[config.mk]
export PLATFORM = sky130hd
export DESIGN_NAME = snoop_wb_queue
export DESIGN_NICKNAME = d
export VERILOG_FILES = /design/src/rtl/snoop_pkg.sv /design/src/rtl/snoop_wb_fifo.sv /design/src/rtl/snoop_wb_queue.sv
export SDC_FILE = /design/constraint.sdc
export NUM_CORES = 1
export LEC_CHECK = 0
export ABC_CLOCK_PERIOD_IN_PS = 4360
export BUFFER_PORTS_ARGS = -buffer_cell sky130_fd_sc_hd__buf_2
export CAP_MARGIN = 10
export CORE_AREA = 4 4 64 66
export CTS_BUF_LIST = sky130_fd_sc_hd__clkbuf_4 sky130_fd_sc_hd__clkbuf_8 sky130_fd_sc_hd__clkbuf_16
export DETAILED_ROUTE_END_ITERATION = 8
export DIE_AREA = 0 0 68 70
export PLACE_DENSITY = 0.72
export SLEW_MARGIN = 20
export SYNTH_ARGS = -nofsm -noshare
export SYNTH_HDL_FRONTEND = slang
export SYNTH_SLANG_ARGS = --single-unit
[constraint.sdc]
create_clock -name Clock -period 4.36 [get_ports Clock]
set_input_delay 0.218 -clock Clock [delete_from_list [all_inputs] [get_ports Clock]]
set_output_delay 0.218 -clock Clock [all_outputs]
set_load 0.05 [all_outputs]
[src/rtl/snoop_pkg.sv]
// snoop_pkg: shared encodings for the snooping coherence slice and write-back queue
package snoop_pkg;
  typedef enum logic [2:0] {
    INVALID  = 3'd0,
    SHARED   = 3'd1,
    MODIFIED = 3'd2
  } coh_state_e;
  typedef enum logic [2:0] {
    NONE    = 3'd0,
    RD_MISS = 3'd1,
    WR_MISS = 3'd2,
    INVAL   = 3'd3
  } bus_msg_e;
  localparam logic CACHE1 = 1'b0;
  localparam logic CACHE2 = 1'b1;
  typedef enum logic {
    IDLE = 1'b0,
    REQ  = 1'b1
  } drain_state_e;
endpackage

[src/rtl/snoop_wb_fifo.sv]
// wb_fifo: write-back entry storage with a 2-wide push port and a 1-wide pop port
module wb_fifo
  import snoop_pkg::*;
#(
  parameter int DEPTH = 4,
  parameter int TAG_W = 4,
  localparam int AW = $clog2(DEPTH),
  localparam int CW = AW + 1
) (
  input  logic             clk,
  input  logic             rst_n,
  input  logic [1:0]       push,
  input  logic [TAG_W-1:0] tag1,
  input  logic [TAG_W-1:0] tag2,
  input  logic             pop,
  output logic             head_id,
  output logic [TAG_W-1:0] head_tag,
  output logic [CW-1:0]    count,
  output logic [CW-1:0]    count_nxt
);
  logic [TAG_W:0] mem [DEPTH];
  logic [AW-1:0] wp, rp, wp2;
  assign wp2 = push[0] ? wp + AW'(1) : wp;
  assign count_nxt = count + CW'(push[0]) + CW'(push[1]) - CW'(pop);
  assign {head_id, head_tag} = mem[rp];
  // cache 1 lands first (closer to head); cache 2 takes the following slot when both push
  always_ff @(posedge clk) begin
    if (rst_n && push[0]) mem[wp] <= {CACHE1, tag1};
    if (rst_n && push[1]) mem[wp2] <= {CACHE2, tag2};
  end
  // pointers wrap modulo DEPTH; count tells full from empty
  always_ff @(posedge clk) begin
    if (!rst_n) begin
      wp <= '0;
      rp <= '0;
      count <= '0;
    end else begin
      wp <= wp + AW'(push[0]) + AW'(push[1]);
      rp <= rp + AW'(pop);
      count <= count_nxt;
    end
  end
endmodule

[src/rtl/snoop_wb_queue.sv]
// snoop_wb_queue: buffers coherence write-backs and drains them to memory over req/ack
module snoop_wb_queue
  import snoop_pkg::*;
#(
  parameter int DEPTH = 4,
  parameter int TAG_W = 4,
  localparam int CW = $clog2(DEPTH) + 1
) (
  input  logic             Clock,
  input  logic             Reset_n,
  input  logic [1:0]       WriteBack,
  input  logic [TAG_W-1:0] Tag1,
  input  logic [TAG_W-1:0] Tag2,
  output logic             Stall,
  output logic             MemReq,
  output logic             MemCacheId,
  output logic [TAG_W-1:0] MemTag,
  input  logic             MemAck,
  output logic [CW-1:0]    Count,
  output logic             DropErr
);
  drain_state_e state, state_nxt;
  logic [1:0] push;
  logic pop, head_id;
  logic [TAG_W-1:0] head_tag;
  logic [CW-1:0] count_nxt;
  assign push = Stall ? 2'b00 : WriteBack;
  assign pop = (state == REQ) && MemAck;
  wb_fifo #(.DEPTH(DEPTH), .TAG_W(TAG_W)) u_fifo (
    .clk(Clock),
    .rst_n(Reset_n),
    .push(push),
    .tag1(Tag1),
    .tag2(Tag2),
    .pop(pop),
    .head_id(head_id),
    .head_tag(head_tag),
    .count(Count),
    .count_nxt(count_nxt)
  );
  // drain FSM: request the head whenever idle with data, drop back to idle after each ack
  always_comb begin
    state_nxt = state;
    MemReq = state == REQ;
    MemCacheId = (state == REQ) ? head_id : 1'b0;
    MemTag = (state == REQ) ? head_tag : '0;
    state_nxt = (state == IDLE) ? ((Count != '0) ? REQ : IDLE) : (MemAck ? IDLE : REQ);
  end
  // state register plus registered stall (from post-edge occupancy) and sticky drop flag
  always_ff @(posedge Clock) begin
    if (!Reset_n) begin
      state <= IDLE;
      Stall <= 1'b0;
      DropErr <= 1'b0;
    end else begin
      state <= state_nxt;
      Stall <= count_nxt > CW'(DEPTH - 2);
      DropErr <= DropErr | (Stall & |WriteBack);
    end
  end
endmodule

After elaboration in Yosys (flattened, before gate mapping)
Memory sizes are Yosys's and may differ from the RTL's. A register that Yosys moved wholly into a read port is not among the register bits.
Index checks and enable logic that the tools add are counted.
Widths: inputs -> output; s select.
{"block": "word_totals", "regBits": 10, "ram_bits": 20, "output_inout_bits": 11, "mem_count": 1}
{"block": "op_classes", "add_sub_neg": 7, "magnitude_cmp": 1, "mux": 12, "bitwise": 2, "n_reduce_logical": 5}
{"memory": "u_fifo.mem", "words": 4, "width": 5, "rd": 1, "rd_clocked_by_memory_dff": 1, "write_ports": 2, "line_no": "snoop_wb_fifo.sv:21", "rtl": "logic [TAG_W:0] mem [DEPTH];"}
{"operator": "$mux 1", "count": 8}
{"operator": "$add 2x1->2", "count": 3}
{"operator": "$add 3x1->3", "count": 2}
{"operator": "$mux 2", "count": 3}
{"operator": "$mux 4", "count": 1}
{"operator": "$gt 3x2->1 const B", "count": 1}
{"operator": "$logic_and 1x1->1", "count": 3}
{"operator": "$reduce_bool 3->1", "count": 1}
{"operator": "$sub 3x1->3", "count": 1}
{"operator": "$add 2x1->2 const B", "count": 1}
{"operator": "$reduce_or 2->1", "count": 1}
{"operator": "$and 1x1->1", "count": 1}
{"operator": "$or 1x1->1", "count": 1}

Logic depth before layout (Yosys ltp)
Gate-level depths: netlist (run 1).
{"block": "depth", "word_depth": 5, "depth_mapped": 9}

Cells and area by module
Synthesis (run 1) repeated with hierarchy kept, for this count alone.
{"block": "unflattened", "cells_unflattened": 150, "hier_area_um2": 1699.1}
{"mod": "wb_fifo", "instances": 1, "cells_each": 132, "area_per_inst_um2": 1541.5, "seq_area_each_um2": 700.7}
{"mod": "snoop_wb_queue", "instances": 1, "cells_each": 18, "area_per_inst_um2": 157.7, "seq_area_each_um2": 60.1}

Worst setup path before layout (run 1)
Ideal clock, no wire load.
{"block": "synth_timing", "kind": "register to register", "from": "register state (netlist: MemReq)", "to": "register Stall", "arrival_time_ns": 2.278, "required_time_ns": 4.246, "setup_slack_ns": 1.968, "path_stages_with_launch": 9, "synth_period_minus_slack_ns": 2.392, "path_cell_list": "dfxtp_1 -> and2_1 -> ha_1 -> inv_1 -> fa_1 -> fa_1 -> xnor2_1 -> and2_1 -> a21o_1"}
{"block": "synth_via", "elab_chain_len": 3}
{"item": "start, declared", "line_no": "snoop_wb_queue.sv:22", "rtl": "drain_state_e state, state_nxt;"}
{"item": "start signal, assigned", "line_no": "snoop_wb_queue.sv:56", "rtl": "state <= state_nxt;"}
{"item": "$logic_and 1x1->1", "line_no": "snoop_wb_queue.sv:28", "rtl": "assign pop = (state == REQ) && MemAck;"}
{"item": "$sub 3x1->3", "line_no": "snoop_wb_fifo.sv:24", "rtl": "assign count_nxt = count + CW'(push[0]) + CW'(push[1]) - CW'(pop);"}
{"item": "$gt 3x2->1", "line_no": "snoop_wb_queue.sv:57", "rtl": "Stall <= count_nxt > CW'(DEPTH - 2);"}
{"item": "end signal, assigned", "line_no": "snoop_wb_queue.sv:57"}
{"item": "end, declared", "line_no": "snoop_wb_queue.sv:14", "rtl": "output logic Stall,"}
Every way passes these cells.
A chain may end at the register's enable or synchronous reset.

==> results of run 1 <==
[worst max-delay path by stage]
| stage | from | to | slack, ps |
|---|---|---|---|
| 6_report | u_fifo.wp[1]$_SDFF_PN0_ | u_fifo.mem[1][2]$_DFFE_PP_ | 1980 |
| 5_1_grt | u_fifo.wp[1]$_SDFF_PN0_ | u_fifo.mem[1][0]$_DFFE_PP_ | 1850 |
| 4_1_cts | u_fifo.wp[1]$_SDFF_PN0_ | u_fifo.mem[0][3]$_DFFE_PP_ | 2000 |
| 3_5_place_dp | u_fifo.wp[1]$_SDFF_PN0_ | u_fifo.mem[0][1]$_DFFE_PP_ | 2030 |
| 3_3_place_gp | Stall$_SDFF_PN0_ | Stall$_SDFF_PN0_ | 2100 |
| 2_1_floorplan | MemReq$_SDFF_PN0_ | Stall$_SDFF_PN0_ | 1970 |
[routing by layer]
metal,vias up,wire length (µm),GRT usage
li1,559,-,-
met1,519,1480,0.208
met2,25,1580,0.245
met3,5,115,0.0402
met4,0,63,0.0662
met5,-,0,0
[logic make-up after synthesis]
logic type,count (synthesis)
simple gates,55
flops,30
compound gates,18
buf+inv,13
mux,13
fa+ha+maj,9
xor+xnor,6
[stage by stage]
stage               setup WS [ps]  cells  hold slack (ps)  power, µW   util
finish                       1980    218              202       1170  0.540
global route                 1850    218              219       1250  0.540
CTS                          2000    218              200       1170  0.540
detailed placement           2030    210              451        980  0.519
global placement             2100    210              442        953  0.519
floorplan                    1970    144              405        861      -
[cell usage in the layout (no fill, tap or decap), types with 3 or more instances in the layout]
| cell type | synthesis | final |
|---|---|---|
| inv_1 | 8 | 8 |
| a21o_1 | 4 | 4 |
| ha_1 | 6 | 6 |
| xor2_1 | 4 | 4 |
| clkbuf_4 | 0 | 5 |
| edfxtp_1 | 16 | 16 |
| and3_1 | 8 | 8 |
| dfxtp_1 | 14 | 14 |
| nand2_1 | 19 | 19 |
| fa_1 | 3 | 3 |
| nand2b_1 | 3 | 3 |
| and2_1 | 14 | 14 |
| mux2_2 | 8 | 8 |
| buf_2 | 0 | 23 |
| mux4_2 | 5 | 5 |
| o21ai_0 | 7 | 7 |
[power breakdown]
group / internal (µW) / switching (µW)
registers: 384 / 75.8
clock network: 95.6 / 101
logic: 200 / 312
total: 679 / 489
[flip-flops by register name (all words and copies together), names as in the netlist]
name          flops
DropErr           1
MemReq            1
Stall             1
u_fifo.count      3
u_fifo.mem       20
u_fifo.rp         2
u_fifo.wp         2
[area by class of cell]
| type | count | area, µm² |
|---|---|---|
| well taps | 48 | 60.1 |
| flip-flops and latches | 30 | 761 |
| fillers | 320 | 1650 |
| clock buffers | 6 | 62.6 |
| inverters | 8 | 30.0 |
| multi-input cells | 101 | 892 |
| repair buffers | 23 | 115 |
| clock inverters | 2 | 10.0 |
==> impl_metrics.toml, run 1 <==
[global_routing]
grt_pass1_vias = 1178
grt_first_pass_wirelength_um = 5670
grt-ovfl-total = 0
antenna_found_initial = 0
grt_use_total = 0.159
grt_max_degree = 13

[timing]
rsz0062_at_grt = "no"
worst_pin_slew_ps = 577
slew_violations = 0
period_share = 0.545
setup_violations = 0
setup_tns_ps = 0
finClkSkew_ps = 11.8
hold_viol_final = 0
clock.fmax_ghz = 0.421
slew_headroom = 0.616
post-route-min-period_ps = 2380

[setup_path]
worst-path-stages = 5
worst_setup_path_end_kind = "flip-flop"
r2r-end = "u_fifo.mem[1][2]$_DFFE_PP_"
arrival_ps = 2430
worst_r2r_path_depth = 5
path_class = "reg2reg"
crit_buf_inv = 1
worstPathMaxFanout = 10
cp_slowest_cell = "dfxtp_1"
worstSetupStartpointType = "flip-flop"
critPathRequiredTime_ps = 4410
crit_chain = "inv_1, ha_1, and3b_4, a2111oi_4, or2_2"
cp_slowest_stage_delay_ps = 600
r2r-start = "u_fifo.wp[1]$_SDFF_PN0_"
ff2ff_setup_slack_ps = 1980
cp_top_family = "flip-flops"

[power_and_ir_drop]
leakage_uw = 0.000847
power_density_nw_per_um2 = 605
max-vdd-ir-drop_uv = 326

[die]
dieArea_um2 = 4760
initial_core_util = 0.476
core_area_um2 = 3580
rows = 22
ios = 24
die_w_um = 68
die_h_um = 70

[synthesis]
synth_area_leaders = "edfxtp_1, dfxtp_1, mux4_2, mux2_2, and2_1"
synth_top_cell_area_share = 0.282
avgSynthCellArea_um2 = 11.8
yosys.area.top_type = "edfxtp_1"
synth_area_um2 = 1700
yosys_warnings = 0
ys_seq_area_frac = 0.447
synth-edff-count = 16
ys_top_cells_by_count = "nand2_1, edfxtp_1, and2_1, dfxtp_1"
syn_nets = 166
synth_cell_types = 33
yosysMostFrequentCell = "nand2_1"
synth_seq_cells = 30
yosys.area_share.simple = 0.198
synthCells = 144
synth_top_family_by_area = "simple AND/OR/NAND/NOR gates"
synth_top_flop_cell = "edfxtp_1"
async_flop_share = 0
synth_compound_area_frac = 0.0963
synth-adder-area-share = 0.0794
synth.mux.area_fraction = 0.119
synthXorXnorAreaFrac = 0.0309

[routing]
drt_first_pass_iters = 4
drc = 0
dr_total_vias = 1108
via_per_inst = 5.08
finalWirelength_um = 3240
drtIter0Drc = 25
antenna_left = 0
wl_per_cell_um = 14.9

[hold_path]
min_from = "Reset_n"
min_to = "DropErr$_SDFF_PN0_"
min_path_cells = 2
hold_class = "in2reg"

[layout]
drive_gt1_frac = 0.312
synthToLayoutAreaGrowth_pct = 13.4
antenna_cells = 0
fin_area_um2 = 1930
fin_nets = 191

[place]
hpwlAfterDp_um = 2580
portBuffers = 23
postPlaceCellArea_um2 = 1860
gp_congestion = 0.822

[clocking]
path_clk_slew_ps = 100
postCtsSetupRepairBufs = 0
htreeDepth = 2
cts_buffers = 5
max-clock-path-buffers = 2
cts_tree = "yes"
ctsHoldBuffers = 0
clkLatencyLatePin_ps = 340
cts_resized = 0
root_buffer = "clkbuf_4"
cts_sinks = 30

[run]
cap_violations = 0

[status]
status = "completed"
(Power assumes the default switching activity.)
==> run 2: changes to the inputs <==
- ABC_AREA: default -> 1
- ABC_CLOCK_PERIOD_IN_PS: 4360 -> 2100
- CORE_AREA: 4 4 64 66 -> 4 4 65 67
- DIE_AREA: 0 0 68 70 -> 0 0 69 71
- PLACE_DENSITY: 0.72 -> 0.75
- clock period: 4.36 -> 2.1 ns (I/O delays scaled with it)
==> run 2 against run 1 <==
Net effect: first-iteration DRC count grew to 3.2 times the previous value; synthesized cell count grew 58%; critical path depth rose by 6; register-to-register slack worse by 1900 ps; clock-buffer cell count unchanged; combinational power grew to 2.6 times the previous value; sequential power grew 100%; flip-flop and latch count is the same; critical endpoint is now Stall$_SDFF_PN0_.
==> impl_metrics.toml, run 2 <==
[status]
status = "completed"

[synthesis]
synthCells = 228
yosys_warnings = 0
synth_top_cell_area_share = 0.267
syn_nets = 250
avgSynthCellArea_um2 = 7.89
synth_area_um2 = 1800
yosysMostFrequentCell = "nand2_1"
async_flop_share = 0
synth_top_flop_cell = "edfxtp_1"
synth_cell_types = 24
synth-edff-count = 16
ys_top_cells_by_count = "nand2_1, nor2_1, inv_1"
ys_seq_area_frac = 0.423
yosys.area.top_type = "edfxtp_1"
synth_seq_cells = 30
synth_area_leaders = "edfxtp_1, dfxtp_1, nand2_1, nor2_1, inv_1"

[setup_path]
ff2ff_setup_slack_ps = 90
worstPathMaxFanout = 4
worstSetupStartpointType = "flip-flop"
path_class = "reg2reg"
critPathLaunch = "Stall$_SDFF_PN0_"
critPathRequiredTime_ps = 2280
worst_setup_path_end_kind = "flip-flop"
arrival_ps = 2180
r2r-start = "Stall$_SDFF_PN0_"
r2r-end = "Stall$_SDFF_PN0_"
worst_r2r_path_depth = 11

[clocking]
clkLatencyLatePin_ps = 280
cts_tree = "yes"
root_buffer = "clkbuf_8"
htreeDepth = 2
cts_buffers = 5
ctsHoldBuffers = 0
max-clock-path-buffers = 2
path_clk_slew_ps = 70
cts_sinks = 30

[routing]
dr_total_vias = 1491
via_per_inst = 4.87
wl_per_cell_um = 12.3
antenna_left = 0
drt_first_pass_iters = 5
drc = 0
finalWirelength_um = 3770
drtIter0Drc = 80

[timing]
period_share = 0.955
post-route-min-period_ps = 2010
worst_pin_slew_ps = 432
setup_violations = 0
slew_violations = 0
slew_headroom = 0.712
holdWs_ps = 89.6
hold_viol_final = 0
setup_tns_ps = 0
setup_ws_ps = 94.3
clock.fmax_ghz = 0.499
rsz0062_at_grt = "yes"
finClkSkew_ps = 10.7

[die]
ios = 24
die_w_um = 69
dieArea_um2 = 4900
die_h_um = 71
rows = 22
initial_core_util = 0.495
core_area_um2 = 3630

[power_and_ir_drop]
power_density_nw_per_um2 = 1300
leakage_uw = 0.00101
max-vdd-ir-drop_uv = 883

[layout]
final_common_cell = "nand2_1"
fin_area_um2 = 2090
largest_reg_flops = 20
final_cell_mix = "nand2_1, nor2_1, buf_2"
largest_register = "u_fifo.mem"
antenna_cells = 0
layout.cells.non_filler = 306
fin_nets = 279
synthToLayoutAreaGrowth_pct = 16.1
drive_gt1_frac = 0.225
largestRegisters = "u_fifo.mem x20, u_fifo.count x3"

[hold_path]
min_from = "MemAck"
hold_class = "in2reg"
min_to = "MemReq$_SDFF_PN0_"
min_path_cells = 4

[place]
hpwlAfterDp_um = 2920
gp_congestion = 0.836
portBuffers = 23
postPlaceCellArea_um2 = 1960
dp_cells = 295
dp_slack_ps = 57.3

[run]
cap_violations = 0

[global_routing]
grt-ovfl-total = 0
antenna_found_initial = 0
grt_use_total = 0.163
grt_first_pass_wirelength_um = 6390
grt_pass1_vias = 1404
grt_max_degree = 13
[run 2: cell types whose count changed after synthesis, moves of 11 or more]
cell     before  now
nand2_1      19   66
nor2_1        0   39
and2_1       14    0
inv_1         8   21
nand3_1       0   11
[run 2: repair_timing]
| item | CTS | global route |
|---|---|---|
| buffers inserted | 0 | 3 |
| setup endpoints to repair | 0 | 2 |
| gates resized for setup | 0 | 5 |
[run 2: worst max path at each step]
stage | end | depth (start not counted)
after floorplan | Stall$_SDFF_PN0_ | 11
after global placement | Stall$_SDFF_PN0_ | 11
after detailed placement | Stall$_SDFF_PN0_ | 11
after CTS | Stall$_SDFF_PN0_ | 11
after global routing | Stall$_SDFF_PN0_ | 11
final | Stall$_SDFF_PN0_ | 11
[run 2: power by group]
part / switching (µW) / internal (µW) / leakage, µW / total (µW)
registers: 113 / 810 / 0.000258 / 923
logic: 946 / 409 / 0.000707 / 1350
clock network: 205 / 240 / 0.0000460 / 445
total: 1260 / 1460 / 0.00101 / 2720
[run 2: cells by family (layout without fill, tap and decap cells)]
group                    Yosys count  after routing  share of synthesized area
buffers and inverters             29             59                     0.0703
adder cells (fa/ha/maj)            9              9                     0.0752
XOR/XNOR                           4              4                     0.0195
AND/OR/NAND/NOR                  139            139                      0.365
flip-flops                        30             30                      0.423
AO/OA/AOI/OAI                     17             17                     0.0473
[run 2: worst max-delay path: stages, from the launching register on]
cell,delay [ps]
dfxtp_4,360
inv_6,80
nand2_8,60
ha_4,260
inv_2,30
fa_2,370
fa_2,360
xor2_1,150
nand2_1,60
nand2_1,40
nand2_1,60
nand2_1,50
[run 2: routing by layer]
| metal | part of all wire | GRT usage | vias to the layer above |
|---|---|---|---|
| met3 | 0.054 | 0.0355 | 10 |
| li1 | - | - | 784 |
| met5 | 0 | 0 | - |
| met4 | 0.020 | 0.0716 | 0 |
| met1 | 0.44 | 0.201 | 654 |
| met2 | 0.48 | 0.274 | 43 |
[run 2: cell type report]
| cell class | count | area (µm²) |
|---|---|---|
| Clock buffer | 6 | 76.3 |
| Clock inverter | 2 | 8.76 |
| Fill cell | 352 | 1550 |
| Inverter | 24 | 95.1 |
| Multi-Input combinational cell | 169 | 937 |
| Sequential cell | 30 | 766 |
| Tap cell | 48 | 60.1 |
| Timing Repair Buffer | 27 | 145 |
[run 2: metrics by stage]
step / power, µW / utilization
2_1_floorplan: 1970 / -
3_3_place_gp: 2200 / 0.539
3_5_place_dp: 2230 / 0.539
4_1_cts: 2680 / 0.562
5_1_grt: 2950 / 0.575
6_report: 2720 / 0.575
